**src/rtl/mmss_scan_display.sv**
```systemverilog
// mmss_scan_display: MM:SS four-digit multiplexed display driver.
// Frame-synchronous snapshot, BCD split, colon blink, flash, over-range dashes.
module mmss_scan_display #(
  parameter int SCAN_DIV  = 100000,
  parameter int BLINK_DIV = 500
) (
  input  logic       clk,
  input  logic       rst,
  input  logic [7:0] min_bin,
  input  logic [7:0] sec_bin,
  input  logic       run,
  input  logic       flash,
  output logic [7:0] seg,
  output logic [3:0] an
);

  localparam int PW = $clog2(SCAN_DIV);
  localparam int BW = (BLINK_DIV > 1) ? $clog2(BLINK_DIV) : 1;
  localparam logic [PW-1:0] PMAX = PW'(SCAN_DIV - 1);
  localparam logic [BW-1:0] BMAX = BW'(BLINK_DIV - 1);
  localparam logic [7:0] DASH = 8'h02;

  logic [PW-1:0] pcnt_q, pcnt_d;
  logic [BW-1:0] blink_q, blink_d;
  logic [1:0]    idx_q, idx_d;
  logic          phase_q, phase_d;
  logic [7:0]    min_s_q, min_s_d;
  logic [7:0]    sec_s_q, sec_s_d;
  logic          upd_q, upd_d;
  logic [3:0]    an_q, an_d;
  logic [7:0]    seg_q, seg_d;
  logic          tick;

  logic [3:0] min_t, min_o, sec_t, sec_o;
  logic       min_ovr, sec_ovr, colon;

  function automatic logic [7:0] enc(input logic [3:0] d);
    logic [7:0] p;
    unique case (d)
      4'd0:    p = 8'hFC;
      4'd1:    p = 8'h60;
      4'd2:    p = 8'hDA;
      4'd3:    p = 8'hF2;
      4'd4:    p = 8'h66;
      4'd5:    p = 8'hB6;
      4'd6:    p = 8'hBE;
      4'd7:    p = 8'hE0;
      4'd8:    p = 8'hFE;
      4'd9:    p = 8'hF6;
      default: p = 8'h00;
    endcase
    return p;
  endfunction

  // Scan prescaler, digit index, blink phase and frame snapshot.
  always_comb begin
    tick    = (pcnt_q == PMAX);
    pcnt_d  = tick ? '0 : pcnt_q + 1'b1;
    idx_d   = idx_q;
    phase_d = phase_q;
    blink_d = blink_q;
    min_s_d = min_s_q;
    sec_s_d = sec_s_q;
    upd_d   = tick;
    if (tick) begin
      idx_d = idx_q + 2'd1;
      if (idx_q == 2'd3) begin
        min_s_d = min_bin;
        sec_s_d = sec_bin;
      end
      if (blink_q == BMAX) begin
        blink_d = '0;
        phase_d = ~phase_q;
      end else begin
        blink_d = blink_q + 1'b1;
      end
    end
  end

  // Digit pattern for the slot that idx just moved to; held between refreshes.
  always_comb begin
    min_t   = 4'(min_s_q / 8'd10);
    min_o   = 4'(min_s_q % 8'd10);
    sec_t   = 4'(sec_s_q / 8'd10);
    sec_o   = 4'(sec_s_q % 8'd10);
    min_ovr = (min_s_q > 8'd99);
    sec_ovr = (sec_s_q > 8'd59);
    colon   = run ? phase_q : 1'b1;
    an_d    = an_q;
    seg_d   = seg_q;
    if (upd_q) begin
      unique case (idx_q)
        2'd0: begin
          an_d  = 4'b1110;
          seg_d = sec_ovr ? DASH : enc(sec_o);
        end
        2'd1: begin
          an_d  = 4'b1101;
          seg_d = sec_ovr ? DASH : enc(sec_t);
        end
        2'd2: begin
          an_d  = 4'b1011;
          seg_d = (min_ovr ? DASH : enc(min_o)) | {7'b0, colon};
        end
        2'd3: begin
          an_d  = 4'b0111;
          seg_d = min_ovr ? DASH :
                  (min_s_q < 8'd10) ? 8'h00 : enc(min_t);
        end
      endcase
      if (flash && !phase_q) an_d = 4'b1111;
    end
  end

  // State and output registers.
  always_ff @(posedge clk) begin
    if (rst) begin
      pcnt_q  <= '0;
      blink_q <= '0;
      idx_q   <= 2'd3;
      phase_q <= 1'b1;
      min_s_q <= 8'd0;
      sec_s_q <= 8'd0;
      upd_q   <= 1'b0;
      an_q    <= 4'b1111;
      seg_q   <= 8'h00;
    end else begin
      pcnt_q  <= pcnt_d;
      blink_q <= blink_d;
      idx_q   <= idx_d;
      phase_q <= phase_d;
      min_s_q <= min_s_d;
      sec_s_q <= sec_s_d;
      upd_q   <= upd_d;
      an_q    <= an_d;
      seg_q   <= seg_d;
    end
  end

  assign seg = seg_q;
  assign an  = an_q;

endmodule
```
**config.mk**
```make
export PLATFORM = sky130hd
export DESIGN_NAME = mmss_scan_display
export DESIGN_NICKNAME = d
export VERILOG_FILES = /design/src/rtl/mmss_scan_display.sv
export SDC_FILE = /design/constraint.sdc
export NUM_CORES = 1
export LEC_CHECK = 0
export ABC_AREA = 1
export CAP_MARGIN = 5
export CORE_ASPECT_RATIO = 1.5
export CORE_MARGIN = 2
export CORE_UTILIZATION = 30
export CTS_CLUSTER_DIAMETER = 150
export DETAILED_ROUTE_END_ITERATION = 10
export SYNTH_ARGS = -nofsm -noshare
export SYNTH_HDL_FRONTEND = slang
export SYNTH_SLANG_ARGS = --single-unit
```
**constraint.sdc**
```tcl
create_clock -name clk -period 4.8 [get_ports clk]
set_input_delay 0.48 -clock clk [delete_from_list [all_inputs] [get_ports clk]]
set_output_delay 0.48 -clock clk [all_outputs]
set_load 0.02 [all_outputs]
```
==> impl_metrics.env, run 1 <==
export IMPL_status="finished clean"
export IMPL_gr_total_overflow=0
export IMPL_peakVddDrop_mv=0.1552
export IMPL_buffers_and_inverters_on_the_worst_path=4
export IMPL_postRouteAntennaNets=0
export IMPL_ctsHtreeMaxLevel=3
export IMPL_setup_violations=0
export IMPL_power_combinational_fraction_pct=4.1
export IMPL_finalNetCount=709
export IMPL_synth_area_per_cell_um2=6.865
export IMPL_cts_setup_buffers=0
export IMPL_initial_utilization_pct=30.66
export IMPL_share_of_final_layout_standard_cells_stronger_than_drive_strength_1_pct=13.73
export IMPL_grt_start_max_net_pins=33
export IMPL_yosys_warnings=0
export IMPL_critical_path_startpoint_type="flip-flop"
export IMPL_slew_viol_final=0
export IMPL_grt_pass1_vias=3756
export IMPL_io_pin_count=32
export IMPL_clk_latency_ns=0.33
export IMPL_fmax_mhz=306.3
export IMPL_tritoncts_clock_tree="yes"
export IMPL_synthMostInstantiatedCell="nand2_1"
export IMPL_power_switching_fraction_pct=23.00
export IMPL_synth_enable_flop_cells=0
export IMPL_viasPerCell=4.593
export IMPL_cell_types_with_the_highest_counts_after_synthesis="123 x nand2_1, 80 x inv_1, 60 x nand3_1, 58 x dfxtp_1, 48 x nor2_1"
export IMPL_crit_path_max_incr_delay_ns=0.47
export IMPL_synth_seq_area_share_pct=27.06
export IMPL_worstPathArrival_ns=3.49
export IMPL_synth_async_reset_ratio_pct=0
export IMPL_floorplan_die_area_mm2=0.01529
export IMPL_pwr_density_cell_mw_per_mm2=222.3
export IMPL_synthFlopType="dfxtp_1"
export IMPL_numPortBuffers=31
export IMPL_drcViolationCount=0
export IMPL_critical_path_peak_fanout=8
export IMPL_skew_ns=0.004313
export IMPL_tightest_slew_ns=0.9600
export IMPL_postCtsResizedCells=0
export IMPL_post_route_util_pct=36.26
export IMPL_critical_path_top_delay_family="simple AND/OR/NAND/NOR gates"
export IMPL_synth_top_cell_by_area="dfxtp_1"
export IMPL_post_synth_top_area_fraction_pct=27.06
export IMPL_cts_reportedPaths_clkPinSlew_ns=0.05
export IMPL_hold_viol=0
export IMPL_drt_total_wl_um=10160
export IMPL_total_leakage_power_nw=2.339
export IMPL_area_delta_synth_final_pct=18.26
export IMPL_seq_power_share_pct=43.2
export IMPL_tritoncts_num_sinks=58
export IMPL_setup_worst_path_class="flip-flop to flip-flop"
export IMPL_power_frac_clock_pct=52.8
export IMPL_ys_types=43
export IMPL_r2r_slack_ns=1.54
export IMPL_syn_cell_area_mm2=0.004290
export IMPL_cts_buffers=9
export IMPL_setup_ws_ns=1.536
export IMPL_timing_final_crit_period_ns=3.264
export IMPL_slew_headroom_pct=35.93
export IMPL_cpMostUsedCell="nand2_1"
export IMPL_postSynthCellCount=625
export IMPL_timing_critical_path_slowest_stage_cell="dfxtp_1"
export IMPL_placeableCoreArea_mm2=0.01399
export IMPL_min_delay_path_class="flip-flop to flip-flop"
export IMPL_gr_util_all_layers_pct=13.97
export IMPL_antenna_diode_count=0
export IMPL_ctsRootBufferMaster="clkbuf_16"
export IMPL_post_syn_nets=676
export IMPL_cts_max_path_buffers=2
export IMPL_detail_route_iter0_violations=94
export IMPL_power_internal_w=0.0008686
export IMPL_die_height_um=150.5
export IMPL_timing_max_cap_violations=0
export IMPL_antenna_violations_before_repair=0
export IMPL_crit_path_end_kind="flip-flop"
export IMPL_cp_required_ns=5.03
export IMPL_rsz_0062_raised_after_global_routing="no"
export IMPL_place_worst_setup_slack_ns=1.577
export IMPL_setup_tns_ns=0
export IMPL_final_min_period_over_clock_period_pct=68.01
export IMPL_grt_first_pass_wirelength_um=17130
export IMPL_ys_top_cells_by_area="dfxtp_1 27%, nand2_1 11%, ha_1 9.0%, inv_1 7.0%, nand3_1 7.0%"
export IMPL_num_rows=53
export IMPL_die_width_um=101.6
export IMPL_flops_latches_synth=58
export IMPL_detailed_place_hpwl_um=7646
export IMPL_detailroute_via_count=3927
export IMPL_dr_pass1_iters=4
export IMPL_cts_hold_buffers_added=0
export IMPL_routed_wire_length_per_instance_um=11.88
export IMPL_netSwitchingPower_w=0.0002595
export IMPL_gp_congestion=0.8091
worst reg2reg max path, cell delays in order, from the launching register on:
cell	delay [ns]
dfxtp_1	0.47
inv_2	0.06
nand2_1	0.11
nand3_1	0.10
nand2_2	0.10
nand2_4	0.10
inv_2	0.06
nand2_1	0.04
nand2_1	0.09
inv_2	0.07
nand2_4	0.13
nand2_4	0.05
nand2_2	0.08
nand2_1	0.08
nand3_1	0.18
nand3_2	0.13
nand2_4	0.14
nand2_8	0.09
nand2_1	0.10
nand2_1	0.09
ha_1	0.28
nand3b_1	0.19
nand2_1	0.10
nand3_1	0.07
nand2_1	0.07
nand3_1	0.07
nand2_1	0.08
inv_1	0.03
state kept, by name, summed over array words and instances (netlist names):
register,flops
pcnt_q,17
blink_q,9
min_s_q,8
sec_s_q,8
seg,8
an,4
idx_q,2
phase_q,1
upd_q,1
worst paths after layout:
kind / start / endpoint / cells past startpoint
setup / recovery: min_s_q[7] / seg[6] / 27
hold / removal: pcnt_q[0] / pcnt_q[0] / 1
setup reg to reg: min_s_q[7] / seg[6] / 27
hold reg to reg: pcnt_q[0] / pcnt_q[0] / 1
power by group through the flow:
stage                     registers, W  clock network, W   logic, W
after floorplan               0.000497                 0  0.0000224
after global placement        0.000497                 0  0.0000463
after detailed placement      0.000497                 0  0.0000459
after CTS                     0.000487          0.000611  0.0000465
after global routing          0.000487          0.000633  0.0000513
final                         0.000487          0.000595  0.0000457
stage by stage:
step | hold WS, ns | power (W) | cells | cell area (um2)
final | 0.4443 | 0.001128 | 855 | 5074
after global routing | 0.4644 | 0.001171 | 855 | 5074
after CTS | 0.4502 | 0.001145 | 855 | 5074
after detailed placement | 0.4377 | 0.0005433 | 839 | 4800
after global placement | 0.4339 | 0.0005437 | 839 | 4800
after floorplan | 0.4175 | 0.0005192 | 625 | 4290
cell usage in the layout, fill, tap and decap left out, drive strengths merged:
| master | count |
|---|---|
| ha | 31 |
| o31ai | 1 |
| a21o | 2 |
| clkdlybuf4s50 | 31 |
| a31oi | 1 |
| nor3 | 15 |
| a21boi | 2 |
| xnor2 | 2 |
| clkinv | 2 |
| or2 | 1 |
| o211ai | 3 |
| nand3b | 4 |
| xor2 | 4 |
| nor4 | 3 |
| clkbuf | 12 |
| nor2 | 48 |
| nor3b | 3 |
| nand2 | 165 |
| o22ai | 1 |
| inv | 98 |
| o21a | 2 |
| clkinvlp | 3 |
| and3b | 2 |
| dfxtp | 58 |
| o21ai | 43 |
| nand4 | 10 |
| or3 | 1 |
| a311oi | 1 |
| nand3 | 70 |
| o2111ai | 1 |
| a21oi | 38 |
| a22o | 5 |
cell families (layout without fill, tap and decap cells):
kind of cell             Yosys count  after routing  synth area share, %
AO/OA/AOI/OAI                    100            100                13.82
XOR/XNOR                           6              6                1.225
adder cells (fa/ha/maj)           31             31                9.040
buffers and inverters            108            146                9.740
flip-flops                        58             58                27.06
AND/OR/NAND/NOR                  322            322                39.11
per-layer routing:
| layer | part of all wire, % | wire length [um] | vias up | track usage (%) |
|---|---|---|---|---|
| li1 | - | - | 2104 | - |
| met3 | 2.8 | 288 | 13 | 2.693 |
| met5 | 0 | 0 | - | 0 |
| met1 | 43 | 4345 | 1765 | 15.67 |
| met4 | 1.5 | 153 | 0 | 4.797 |
| met2 | 53 | 5368 | 45 | 25.79 |
cell type report:
cell class	count	area [um2]
clock buffer	12	246.5
clock inverter	4	27.53
fill	1508	8919
inverter	99	376.6
multi-input combinational	459	2711
sequential	58	1161
tap	192	240.2
timing repair buffer	31	310.3
No activity file was read; power rests on OpenSTA's default activity.
==> run 2: changes to the inputs <==
clock period = 3.2 ns   (was 4.8 ns; I/O delays follow)
==> run 2 against run 1 <==
  * Critical path depth is 2 higher
  * Highest routed layer unchanged
  * Critical endpoint is now seg[1]
  * Core utilization rose by 2.8 points
  * Design area increased by 7.8%
  * Routed wire length increased by 2.7%
  * Critical path type unchanged
  * Worst hold slack better by 0.0065 ns
  * Total power up 64%
==> impl_metrics.env, run 2 (same netlist as run 1, synthesis figures left out) <==
export IMPL_status="finished clean"
export IMPL_grt_start_max_net_pins=32
export IMPL_floorplan_die_area_mm2=0.01529
export IMPL_max_flop_register="pcnt_q"
export IMPL_area_delta_synth_final_pct=27.47
export IMPL_cpMostUsedCell="nand2_4"
export IMPL_fmax_mhz=331.3
export IMPL_min_delay_path_class="flip-flop to flip-flop"
export IMPL_finalNetCount=729
export IMPL_share_of_final_layout_standard_cells_stronger_than_drive_strength_1_pct=21.23
export IMPL_final_fill_count=1458
export IMPL_ctsHtreeMaxLevel=3
export IMPL_dpl_cell_count=843
export IMPL_largest_registers="pcnt_q: 17 flops, blink_q: 9 flops"
export IMPL_slew_headroom_pct=41.98
export IMPL_timing_max_cap_violations=0
export IMPL_layout_cells_most_common="nand2_1"
export IMPL_setup_violations=0
export IMPL_largest_reg_flops=17
export IMPL_antenna_diode_count=0
export IMPL_tritoncts_num_sinks=58
export IMPL_slew_viol_final=0
export IMPL_io_pin_count=32
export IMPL_tightest_slew_ns=0.8694
export IMPL_grt_pass1_vias=3656
export IMPL_critical_path_startpoint_type="flip-flop"
export IMPL_ctsRootBufferMaster="clkbuf_16"
export IMPL_timing_final_crit_period_ns=3.019
export IMPL_final_cell_mix="115 x nand2_1, 76 x inv_1, 51 x dfxtp_1"
export IMPL_final_seq_area_mm2=0.001182
export IMPL_detailroute_via_count=4065
export IMPL_skew_ns=0.008111
export IMPL_antenna_violations_before_repair=0
export IMPL_final_min_period_over_clock_period_pct=94.34
export IMPL_clk_latency_ns=0.33
export IMPL_worstPathArrival_ns=3.22
export IMPL_crit_path_max_incr_delay_ns=0.36
export IMPL_setup_worst_path_class="flip-flop to flip-flop"
export IMPL_total_leakage_power_nw=2.533
export IMPL_detail_route_iter0_violations=105
export IMPL_placeableCoreArea_mm2=0.01399
export IMPL_critical_path_peak_fanout=7
export IMPL_grt_first_pass_wirelength_um=16810
export IMPL_detailed_place_hpwl_um=7704
export IMPL_postRouteAntennaNets=0
export IMPL_cts_reportedPaths_clkPinSlew_ns=0.05
export IMPL_numPortBuffers=31
export IMPL_finish_cell_count_without_fillers=875
export IMPL_num_rows=53
export IMPL_cts_max_path_buffers=2
export IMPL_drcViolationCount=0
export IMPL_crit_path_end_kind="flip-flop"
export IMPL_pwr_density_cell_mw_per_mm2=338.9
export IMPL_die_width_um=101.6
export IMPL_gr_total_overflow=0
export IMPL_die_height_um=150.5
export IMPL_gp_congestion=0.8018
export IMPL_viasPerCell=4.646
export IMPL_dr_pass1_iters=4
export IMPL_routed_wire_length_per_instance_um=11.92
export IMPL_setup_tns_ns=0
export IMPL_tritoncts_clock_tree="yes"
export IMPL_hold_viol=0
export IMPL_multi_input_comb_area_mm2=0.002879
export IMPL_peakVddDrop_mv=0.1948
export IMPL_cts_buffers=9
export IMPL_timing_critical_path_slowest_stage_cell="dfxtp_4"
export IMPL_gr_util_all_layers_pct=13.81
export IMPL_p_total_w=0.001854
export IMPL_initial_utilization_pct=30.66
export IMPL_drt_total_wl_um=10430
export IMPL_cp_required_ns=3.40
==> run 2: cell types whose count changed in the layout (fill, tap and decap cells not counted), sizes merged <==
cell / change
buf: +20
bufinv: +2
clkinvlp: -2
clkbuf: -1
clkinv: +1
==> run 2: power by group <==
group          switching [W]  internal [W]
combinational      0.0000359     0.0000340
clock               0.000357      0.000700
sequential        0.00000371      0.000723
==> run 2: repair_timing <==
action | in CTS | in global routing
buffers inserted | 0 | 16
setup endpoints to repair | 2 | 7
gates resized for setup | 1 | 54
hold buffers | 0 | 0
pin swaps | 0 | 18
hold endpoints to repair | 0 | 0
==> run 2: worst paths after layout <==
path	startpoint	slack (ns)	endpoint	cells after the start
min	pcnt_q[0]	0.45	pcnt_q[0]	1
max	sec_s_q[5]	0.18	seg[1]	29
max reg2reg	sec_s_q[5]	0.18	seg[1]	29
min reg2reg	pcnt_q[0]	0.45	pcnt_q[0]	1
==> run 2: cell type report <==
cell class	instances	share of cell area [%]
timing repair buffer	51	8.419
tap	192	4.393
multi-input combinational	459	52.64
clock inverter	5	1.418
sequential	58	21.62
clock buffer	11	4.438
inverter	99	7.069
==> run 2: per-stage QoR <==
step / hold slack, ns / util, % / area (um2) / setup slack, ns
after floorplan: 0.4175 / - / 4290 / 0.3826
after global placement: 0.4374 / 34.52 / 4830 / 0.02528
after detailed placement: 0.4450 / 34.52 / 4830 / -0.004952
after CTS: 0.4541 / 36.81 / 5151 / 0.002645
after global routing: 0.4752 / 39.09 / 5469 / -0.04484
final: 0.4508 / 39.09 / 5469 / 0.1812
==> run 2: layer usage <==
metal,vias to the layer above,track usage [%],share of wire [%]
met5,-,0,0
met4,0,4.865,1.9
met3,17,2.461,2.3
met2,56,25.00,53
met1,1844,15.97,43
li1,2148,-,-
==> run 2: worst max-delay path, delay by kind of cell, from the launching register on <==
kind            cells  cell delay (ns)
compound gates      3             0.32
fa+ha+maj           1             0.17
buf+inv             4             0.31
flops               1             0.36
simple gates       21             1.71
==> run 3: changes to the inputs <==
HOLD_SLACK_MARGIN = 0.06   (was unset)
==> results of run 3 <==
Same layout as run 2: the final DEF is identical, and so are final timing and power.
